--- src/rtl/irq_ctrl.sv ---
// irq_ctrl: machine-mode interrupt pending/enable logic with per-line level or edge capture.
// Define SARATOGA_IRQ_SYNC_EN to place a SYNC_STAGES-deep synchronizer on ext_irq.
module irq_ctrl #(
  parameter int                 NUM_EXT     = 16,
  parameter logic [NUM_EXT-1:0] EDGE_MASK   = '0,
  parameter int                 SYNC_STAGES = 2
) (
  input  logic               clk,
  input  logic               rst,
  input  logic [NUM_EXT-1:0] ext_irq,
  input  logic               timer_irq,
  input  logic               sw_irq,
  input  logic [31:0]        mie,
  input  logic               mstatus_mie,
  input  logic               trap_insert,
  input  logic [31:0]        trap_cause,
  input  logic               trap_is_mret,
  input  logic               mip_clr_we,
  input  logic [31:0]        mip_clr_mask,
  output logic [31:0]        mip,
  output logic [31:0]        interrupts
);

  logic [NUM_EXT-1:0] ext_sync;
  logic [NUM_EXT-1:0] ext_prev;
  logic [NUM_EXT-1:0] ext_armed;
  logic               samp_vld;
  logic [31:0]        mip_d;
  logic               ack_int;
  logic               unused_in;

`ifdef SARATOGA_IRQ_SYNC_EN
  logic [NUM_EXT-1:0]     sync_q [SYNC_STAGES];
  logic [SYNC_STAGES-1:0] vld_q;

  // vld_q tracks which synchronizer stages hold real samples rather than reset zeros
  always_ff @(posedge clk) begin
    if (rst) begin
      for (int s = 0; s < SYNC_STAGES; s++) sync_q[s] <= '0;
      vld_q <= '0;
    end else begin
      sync_q[0] <= ext_irq;
      for (int s = 1; s < SYNC_STAGES; s++) sync_q[s] <= sync_q[s-1];
      vld_q <= {vld_q[SYNC_STAGES-2:0], 1'b1};
    end
  end

  assign ext_sync = sync_q[SYNC_STAGES-1];
  assign samp_vld = vld_q[SYNC_STAGES-1];
  assign unused_in = ^{trap_cause, mip_clr_mask};
`else
  assign ext_sync  = ext_irq;
  assign samp_vld  = 1'b1;
  assign unused_in = ^{trap_cause, mip_clr_mask, (SYNC_STAGES != 0)};
`endif

  assign ack_int = trap_insert & trap_cause[31] & ~trap_is_mret;

  // An edge line only captures after a genuine low sample since reset (armed),
  // so a line already high when reset drops does not fake an edge.
  always_comb begin
    logic edge_clr;
    edge_clr = 1'b0;
    mip_d    = '0;
    mip_d[3] = sw_irq;
    mip_d[7] = timer_irq;
    for (int i = 0; i < NUM_EXT; i++) begin
      if (EDGE_MASK[i]) begin
        edge_clr = (mip_clr_we & mip_clr_mask[16+i]) |
                   (ack_int & (trap_cause[4:0] == 5'(16 + i)));
        mip_d[16+i] = (ext_sync[i] & ~ext_prev[i] & ext_armed[i]) |
                      (mip[16+i] & ~edge_clr);
      end else begin
        mip_d[16+i] = ext_sync[i];
      end
    end
  end

  always_ff @(posedge clk) begin
    if (rst) begin
      mip       <= '0;
      ext_prev  <= '0;
      ext_armed <= '0;
    end else begin
      mip       <= mip_d;
      ext_prev  <= ext_sync;
      ext_armed <= ext_armed | ({NUM_EXT{samp_vld}} & ~ext_sync);
    end
  end

  assign interrupts = mstatus_mie ? (mip & mie) : '0;

endmodule
--- config.mk ---
export PLATFORM = sky130hd
export DESIGN_NAME = irq_ctrl
export DESIGN_NICKNAME = d
export VERILOG_FILES = /design/src/rtl/irq_ctrl.sv
export SDC_FILE = /design/constraint.sdc
export NUM_CORES = 1
export LEC_CHECK = 0
export ABC_AREA = 1
export CAP_MARGIN = 20
export CORE_MARGIN = 3
export CORE_UTILIZATION = 20
export CTS_CLUSTER_SIZE = 28
export DETAILED_ROUTE_END_ITERATION = 10
export PLACE_DENSITY = 0.92
export SYNTH_ARGS = -nofsm -noshare
export SYNTH_HDL_FRONTEND = slang
export SYNTH_SLANG_ARGS = --single-unit
export TNS_END_PERCENT = 5
--- constraint.sdc ---
create_clock -name clk -period 1.89 [get_ports clk]
set_clock_uncertainty 0.2 [all_clocks]
set_input_delay 0.2835 -clock clk [delete_from_list [all_inputs] [get_ports clk]]
set_output_delay 0.2835 -clock clk [all_outputs]
set_load 0.005 [all_outputs]
* Word-level counts from Yosys, hierarchy flattened
Cells that the tools add are included.
Word-level totals: register bits 32, output and inout bits 64
Operators by class: mux-type cells 1, bitwise operators 1
Operators by type and width (count):
- $and 32x32->32 | 1
- $mux 32 | 1

* Longest topological paths before layout
Gate-level depths: netlist of the first run.
depth in word-level cells 2, depth in mapped cells 3, gate-level depth less buffers 2

* Worst setup path before layout of the first run
Ideal clock, no wire load.
path type input -> output, from input port mstatus_mie, to output port interrupts[20], data arrival time 0.580 ns, data required time 1.406 ns, slack 0.827 ns, stages 3, buffers on the path 1, cells stage by stage inv_2 -> buf_6 -> nor2_1
Between the ends: cells in the longest elaborated chain, start to end 1
RTL lines:
- start, declared | RTL line 14 | input logic mstatus_mie,
- $mux 32 | RTL line 91 | assign interrupts = mstatus_mie ? (mip & mie) : '0;
- end, declared | RTL line 21 | output logic [31:0] interrupts
No other way between the ends.

* Worst setup path in the final report of the first run
from input port mie[27], to output port interrupts[27]
Between the ends: cells in the longest elaborated chain, start to end 2
RTL lines:
- start, declared | RTL line 13 | input logic [31:0] mie,
- $and 32x32->32 | RTL line 91
- $mux 32 | RTL line 91
No other way between the ends.

==> metrics, run 1 <==
Tmin final=1.87 ns; layout cells sized above 1=0.0402; Worst Path Arrival=1.39 ns; Layout Area Growth over Synthesis=84.5%; num rows=23; final setup vio count=0; sequential area share after synthesis=0.407; Hold Fails Final Rpt=0; Synth cell types=9; Detailed Place HPWL=2240 um; average size of a mapped cell=approximately 7.2 um^2; wire length per cell=10.9 um; H-tree depth=1; Reg with most FFs=mip; Hold EP=mip[23]; CTS tree=built; crit-path cells=clkdlybuf4s50_1 > nand2_1 > nor2_1 > clkdlybuf4s50_1; overflow left after global routing=0; ant diodes=0; fmax=between 500 and 600 MHz; status=finished clean; Max Cap Violations=0; Power Dens Cells=525 nW/um^2; Clock transition at path regs=0.06 ns; Detailed Routing Iterations Pass 1=4; Ports=184; initial antenna violation count=0; Max stage delay on crit path=0.52 ns; CP Capture Type=output port; Slowest-stage cell, CP=clkdlybuf4s50_1; RSZ-0062 raised after global routing=false; Die H=72.6 um; kind of critical path=input port to output port; first-pass GRT wire length=around 4100 um; drt via density=~3.4; required time worst endpoint=1.41 ns; setup slack after layout=0.0187 ns; DP Worst Slack=-0.167 ns; Core ar.=4140 um^2; Root Buffer=clkbuf_8; most frequent cells in the layout=58 x clkdlybuf4s50_1, 36 x nor2_1, 28 x conb_1; most common cell after layout, fill and taps aside=clkdlybuf4s50_1; gr usage total=0.102; Top Registers=mip: 18 flops; Syn Inst Count=approximately 120; Syn. warnings=0; die area=5260 um^2; worst-path fanout max=1; Inserted Clock Buffers=3; Initial Util=0.214; final worst path period share=0.990; largest delay contributor family on the critical path=buffers and inverters; input/output buffers=74; GPL Wtd Cong=0.693; drt initial violations=17; CP Launch Type=input port; CTS Sinks=18; # Post-CTS Setup Buffers=0; WL final=2710 um; Post-Syn Area=886 um^2; # nets final=321; worst path bufs/invs=2; number of remaining DRC errors=0; Routed Antenna Nets=0; VDD IR max=about 0.48 mV; Clock Path Buffers=2; most frequent CP cell=clkdlybuf4s50_1; Horiz. Die Dim=just over 70 um; largest net degree at the start of global routing=19; vias in the first global route=848; Worst Hold Path Cells=3; worst hold margin=0.348 ns; max reg flops=18; Leakage=between 0.9 and 1 nW; Hold Path Class=input port to flop; synthesized flop and latch total=18; total chip power=roughly 0.00086 W; hold path start=ext_irq[7]; vias=858; Slew Limit Fails=0; CTS hold repair buffers=0
## worst min-delay path, delay by kind of cell
family	cells	cell delay [ns]
buffers and inverters	2	0.44
and+or+nand+nor	1	0.03
## cells in the mapped netlist
master   number  area [um^2]
conb_1        1         3.75
inv_2         1         3.75
inv_1        18         67.6
nor2_1       36          135
buf_4        28          210
nand2_1      18         67.6
dfxtp_1      18          360
buf_6         2         22.5
buf_8         1         15.0
## worst max path at each step
stage / end / slack, ns / cells past startpoint / start
finish: interrupts[27] / 0.02 / 4 / mie[27]
global route: interrupts[21] / 0.006 / 4 / mie[21]
CTS: interrupts[3] / 0.005 / 4 / mie[3]
detailed placement: interrupts[3] / -0.17 / 4 / mstatus_mie
global placement: interrupts[28] / -0.18 / 4 / mstatus_mie
floorplan: interrupts[20] / 0.83 / 3 / mstatus_mie
## per-stage QoR
| stage | cells | area [um^2] | setup TNS [ns] | utilization |
|---|---|---|---|---|
| 3_5_place_dp | 244 | 1550 | -2.64 | 0.374 |
| 4_1_cts | 249 | 1600 | 0 | 0.386 |
| 2_1_floorplan | 150 | 987 | 0 | - |
| 3_3_place_gp | 244 | 1550 | -2.29 | 0.374 |
| 5_1_grt | 249 | 1630 | 0 | 0.394 |
| 6_report | 249 | 1630 | 0 | 0.394 |
## metal layers
layer,global-route usage,share of wire,wire [um]
met5,0,0,0
met4,0.0389,0.021,57
met3,0.0305,0.081,218
met2,0.191,0.57,1540
met1,0.103,0.33,890
## area by class of cell
class                      count  area, um^2
inverter                      19        73.8
clock buffer                   3        41.3
multi-input combinational     82         308
timing repair inverter         2        15.0
fill                         425        2510
timing repair buffer          75         773
sequential                    18         360
tap                           50        62.6
## what timing repair did
action,in CTS,in global routing
endpoints found under the hold margin,0,0
setup endpoints to repair,18,13
cloned,2,0
pin swaps,0,0
gates resized for setup,9,13
## logic make-up (layout without fill, tap and decap cells)
kind of cell	Yosys count	in the layout	share of synthesized area
simple gates	54	54	0.229
buf+inv	50	99	0.360
flops	18	18	0.407
other cells	1	28	0.00423
## where the power goes
| part | switching, W | internal (W) |
|---|---|---|
| clock network | 0.000109 | 0.000141 |
| registers | 0.0000115 | 0.000400 |
| logic | 0.0000700 | 0.000127 |
| total | 0.000190 | 0.000668 |
Note: power is estimated with default switching activity, not from simulation.
==> run 2: changes to the inputs <==
--- a/config.mk
+++ b/config.mk
@@ -7,11 +7,12 @@
 export LEC_CHECK = 0
 export ABC_AREA = 1
 export CAP_MARGIN = 20
-export CORE_MARGIN = 3
-export CORE_UTILIZATION = 20
+export CORE_AREA = 3 3 69 71
 export CTS_CLUSTER_SIZE = 28
 export DETAILED_ROUTE_END_ITERATION = 10
-export PLACE_DENSITY = 0.92
+export DIE_AREA = 0 0 72 74
+export DONT_BUFFER_PORTS = 1
+export PLACE_DENSITY = 0.4
 export SYNTH_ARGS = -nofsm -noshare
 export SYNTH_HDL_FRONTEND = slang
 export SYNTH_SLANG_ARGS = --single-unit
==> metrics, run 2 (same netlist as run 1, synthesis figures left out) <==
status=finished clean (unchanged); Routed Antenna Nets=0 (unchanged); worst path bufs/invs=1 (was 2); fmax=683 MHz (was 534 MHz); crit-path cells=dlygate4sd3_1 > nor2_1 (was clkdlybuf4s50_1 > nand2_1 > nor2_1 > clkdlybuf4s50_1); initial antenna violation count=0 (unchanged); WL final=1980 um (was 2710 um); Post-Layout Inst Area=1040 um^2 (was 1630 um^2); gr usage total=0.0678 (was 0.102); Root Buffer=clkbuf_8 (unchanged); CTS tree=built (unchanged); Slowest-stage cell, CP=dlygate4sd3_1 (was clkdlybuf4s50_1); CTS Sinks=18 (unchanged); worst-path fanout max=18 (was 1); most common cell after layout, fill and taps aside=nor2_1 (was clkdlybuf4s50_1); final worst path period share=0.775 (was 0.990); Layout Area Growth over Synthesis=16.9% (was 84.5%); Max stage delay on crit path=0.97 ns (was 0.52 ns); Slew HR=0.546; num rows=24 (was 23); TNS Setup=0 ns (unchanged); Slew Limit Fails=0 (unchanged); VDD IR max=0.174 mV (was 0.479 mV); Hold Path Class=input port to output port (was input port to flop); Inserted Clock Buffers=3 (unchanged); die area=5330 um^2 (was 5260 um^2); input/output buffers=0 (was 74); # nets final=263 (was 321); Horiz. Die Dim=72 um (was 72.6 um); fin cells=193 (was 249); vias=695 (was 858); GPL Wtd Cong=0.627 (was 0.693); Top Registers=mip: 18 flops (unchanged); most frequent cells in the layout=36 x nor2_1, 28 x conb_1, 19 x dlygate4sd3_1 (was 58 x clkdlybuf4s50_1, 36 x nor2_1, 28 x conb_1); Initial Util=0.206 (was 0.214); RSZ-0062 raised after global routing=false (unchanged); layout cells sized above 1=0.0284 (was 0.0402); drt via density=3.60 (was 3.45); Clock transition at path regs=0.07 ns (was 0.06 ns); Hold Fails Final Rpt=0 (unchanged); Detailed Routing Iterations Pass 1=2 (was 4); Tmin final=1.46 ns (was 1.87 ns); # Post-CTS Setup Buffers=0 (unchanged); drt initial violations=8 (was 17); Core ar.=4290 um^2 (was 4140 um^2); CP Capture Type=flop (was output port); Fillers=464 (was 425); wire length per cell=10.3 um (was 10.9 um); max reg flops=18 (unchanged); placed standard-cell area=805 um^2 (was 1550 um^2); vias in the first global route=594 (was 848); Max Cap Violations=0 (unchanged); Die H=74 um (was 72.6 um); placed insts=171 (was 244); Worst Path Arrival=1.38 ns (was 1.39 ns); CP Launch Type=input port (unchanged); Reg with most FFs=mip (unchanged); worst hold margin=0.444 ns (was 0.348 ns); Power Dens Cells=737 nW/um^2 (was 525 nW/um^2); kind of critical path=input port to flop (was input port to output port); ant diodes=0 (unchanged); worst-margin pin slew=0.679 ns; largest delay contributor family on the critical path=buffers and inverters (unchanged); final setup vio count=0 (unchanged); CTS hold repair buffers=19 (was 0); H-tree depth=1 (unchanged); largest net degree at the start of global routing=19 (unchanged); number of remaining DRC errors=0 (unchanged); Leakage=0.537 nW (was 0.977 nW); Ports=184 (unchanged); overflow left after global routing=0 (unchanged); first-pass GRT wire length=2580 um (was 4060 um); Clock Path Buffers=2 (unchanged); post_cts resized=0 (was 9); required time worst endpoint=1.80 ns (was 1.41 ns); Detailed Place HPWL=1430 um (was 2240 um)
run 2: cell types whose count changed in the layout (fill, tap and decap cells not counted):
cell,change
inv_2,+1
dlygate4sd2_1,-2
dlymetal6s2s_1,-13
clkdlybuf4s50_1,-58
inv_4,-1
buf_4,-1
dlygate4sd3_1,+19
clkinvlp_4,-2
buf_2,-1
run 2: where the power goes:
part	internal, W	total, W	switching, W	leakage [nW]
registers	0.000400	0.000416	0.0000158	0.150
logic	0.0000388	0.0000863	0.0000476	0.365
clock network	0.000141	0.000262	0.000120	0.0216
run 2: final timing paths:
check                            end     from  slack, ns  cells past startpoint
worst min-delay path  interrupts[28]  mie[28]       0.44                      2
worst max-delay path         mip[29]      rst       0.43                      2
run 2: layout make-up:
class                   instances  area, um^2  share of cell area
flip-flops and latches         18         360               0.348
repair buffers                 19         190               0.184
well taps                      52        65.1              0.0628
inverters                      19        71.3              0.0688
multi-input cells              82         308               0.297
clock buffers                   3        41.3              0.0399
run 2: metal layers:
layer / routed length (um) / vias to the layer above / global-route usage
li1: - / 326 / -
met1: 692 / 297 / 0.0640
met2: 990 / 70 / 0.121
met3: 279 / 2 / 0.0284
met4: 21 / 0 / 0.0438
met5: 0 / - / 0
run 2: stage by stage:
step / utilization / setup slack [ns] / power (W)
finish: 0.241 / 0.426 / 0.000764
global route: 0.241 / 0.328 / 0.000812
global placement: 0.187 / 0.746 / 0.000474
floorplan: - / 0.827 / 0.000516
CTS: 0.241 / 0.389 / 0.000789
detailed placement: 0.187 / 0.737 / 0.000474
==> run 3: changes to the inputs <==
==> constraint.sdc (replaced) <==
create_clock -name clk -period 1.35 [get_ports clk]
set_clock_uncertainty 0.2 [all_clocks]
set_input_delay 0.2025 -clock clk [delete_from_list [all_inputs] [get_ports clk]]
set_output_delay 0.2025 -clock clk [all_outputs]
set_load 0.005 [all_outputs]
==> metrics, run 3 (same netlist as run 1, synthesis figures left out) <==
status=finished clean (unchanged); Slew HR=0.612 (was 0.546); # Post-CTS Setup Buffers=0 (unchanged); Root Buffer=clkbuf_8 (unchanged); Layout Area Growth over Synthesis=17.2% (was 16.9%); VDD IR max=0.244 mV (was 0.174 mV); wire length per cell=10.5 um (was 10.3 um); first-pass GRT wire length=2610 um (was 2580 um); Core ar.=4290 um^2 (unchanged); worst hold margin=0.282 ns (was 0.444 ns); vias in the first global route=579 (was 594); Max Cap Violations=0 (unchanged); Clock Path Buffers=2 (unchanged); Routed Antenna Nets=0 (unchanged); largest delay contributor family on the critical path=flip-flops (was buffers and inverters); worst path bufs/invs=0 (was 1); most frequent cells in the layout=36 x nor2_1, 28 x conb_1 (was 36 x nor2_1, 28 x conb_1, 19 x dlygate4sd3_1); Die H=74 um (unchanged); largest net degree at the start of global routing=19 (unchanged); Hold Fails Final Rpt=0 (unchanged); final setup vio count=0 (unchanged); Ports=184 (unchanged); most common cell after layout, fill and taps aside=nor2_1 (unchanged); Detailed Place HPWL=1430 um (unchanged); ant diodes=0 (unchanged); final worst path period share=0.893; die area=5330 um^2 (unchanged); layout cells sized above 1=0.0284 (unchanged); kind of critical path=flop to output port (was input port to flop); worst-margin pin slew=0.582 ns (was 0.679 ns); GPL Wtd Cong=0.627 (unchanged); drt initial violations=3 (was 8); number of remaining DRC errors=0 (unchanged); vias=704 (was 695); Hold Path Class=input port to output port (unchanged); required time worst endpoint=0.95 ns (was 1.80 ns); Reg with most FFs=mip (unchanged); TNS Setup=0 ns (unchanged); overflow left after global routing=0 (unchanged); crit-path cells=nand2_1 > nor2_1 (was dlygate4sd3_1 > nor2_1); Inserted Clock Buffers=3 (unchanged); fmax=830 MHz; Top Registers=mip: 18 flops (unchanged); worst-path fanout max=2 (was 18); gr usage total=0.0692 (was 0.0678); total chip power=0.00107 W (was 0.000764 W); Power Dens Cells=1030 nW/um^2 (was 737 nW/um^2); Horiz. Die Dim=72 um (unchanged); CP Capture Type=output port (was flop); setup slack after layout=0.145 ns (was 0.426 ns); Initial Util=0.206 (unchanged); # nets final=263 (unchanged); Tmin final=1.20 ns; Clock transition at path regs=0.07 ns (about the same); Slowest-stage cell, CP=dfxtp_1 (was dlygate4sd3_1); CP Launch Type=flop (was input port); Detailed Routing Iterations Pass 1=2 (unchanged); Leakage=0.552 nW (was 0.537 nW); RSZ-0062 raised after global routing=false (unchanged); H-tree depth=1 (unchanged); drt via density=3.65 (was 3.60); final core occ=0.242 (was 0.241); CTS Sinks=18 (unchanged); max reg flops=18 (unchanged); WL final=2020 um (was 1980 um); Max stage delay on crit path=0.36 ns (was 0.97 ns); input/output buffers=0 (unchanged); CTS tree=built (unchanged); DP Worst Slack=0.359 ns (was 0.737 ns); Slew Limit Fails=0 (unchanged); initial antenna violation count=0 (unchanged); Worst Path Arrival=0.80 ns (was 1.38 ns); num rows=24 (unchanged)
==> run 3: cell count changes in the layout (fill, tap and decap cells not counted) <==
| cell | delta |
|---|---|
| dlygate4sd3_1 | -1 |
| dlymetal6s4s_1 | +1 |
==> run 3: layer usage <==
layer / wire (um) / vias up / GRT usage
met4: 21 / 0 / 0.0438
met1: 711 / 305 / 0.0632
met2: 998 / 71 / 0.128
met5: 0 / - / 0
met3: 292 / 2 / 0.0284
li1: - / 326 / -
==> run 3: report_power, final <==
part / internal (W) / total, W / switching, W / leakage (nW)
clock: 0.000198 / 0.000365 / 0.000167 / 0.0216
combinational: 0.0000548 / 0.000119 / 0.0000645 / 0.380
sequential: 0.000560 / 0.000582 / 0.0000220 / 0.150
total: 0.000813 / 0.00107 / 0.000254 / 0.552
==> run 3: worst paths after layout <==
| path | from | to | slack (ns) | cells after the start |
|---|---|---|---|---|
| setup / recovery | mip[17] | interrupts[17] | 0.15 | 2 |
| hold / removal | mie[28] | interrupts[28] | 0.28 | 2 |
==> run 3: metrics by stage <==
step | instance area, um^2 | cells
floorplan | 987 | 150
global placement | 805 | 171
CTS | 1040 | 193
finish | 1040 | 193
detailed placement | 805 | 171
global route | 1040 | 193
==> run 3: cell type report <==
class                   instances  area (um^2)
flip-flops and latches         18          360
fillers                       463         3260
repair buffers                 19          193
multi-input cells              82          308
clock buffers                   3         41.3
inverters                      19         71.3
well taps                      52         65.1
==> run 3: timing repair <==
action | 4_1_cts | 5_1_grt
hold endpoints to repair | 18 | 0
gates resized for setup | 0 | 1
hold buffers | 19 | 0
endpoints found under the setup margin | 0 | 5
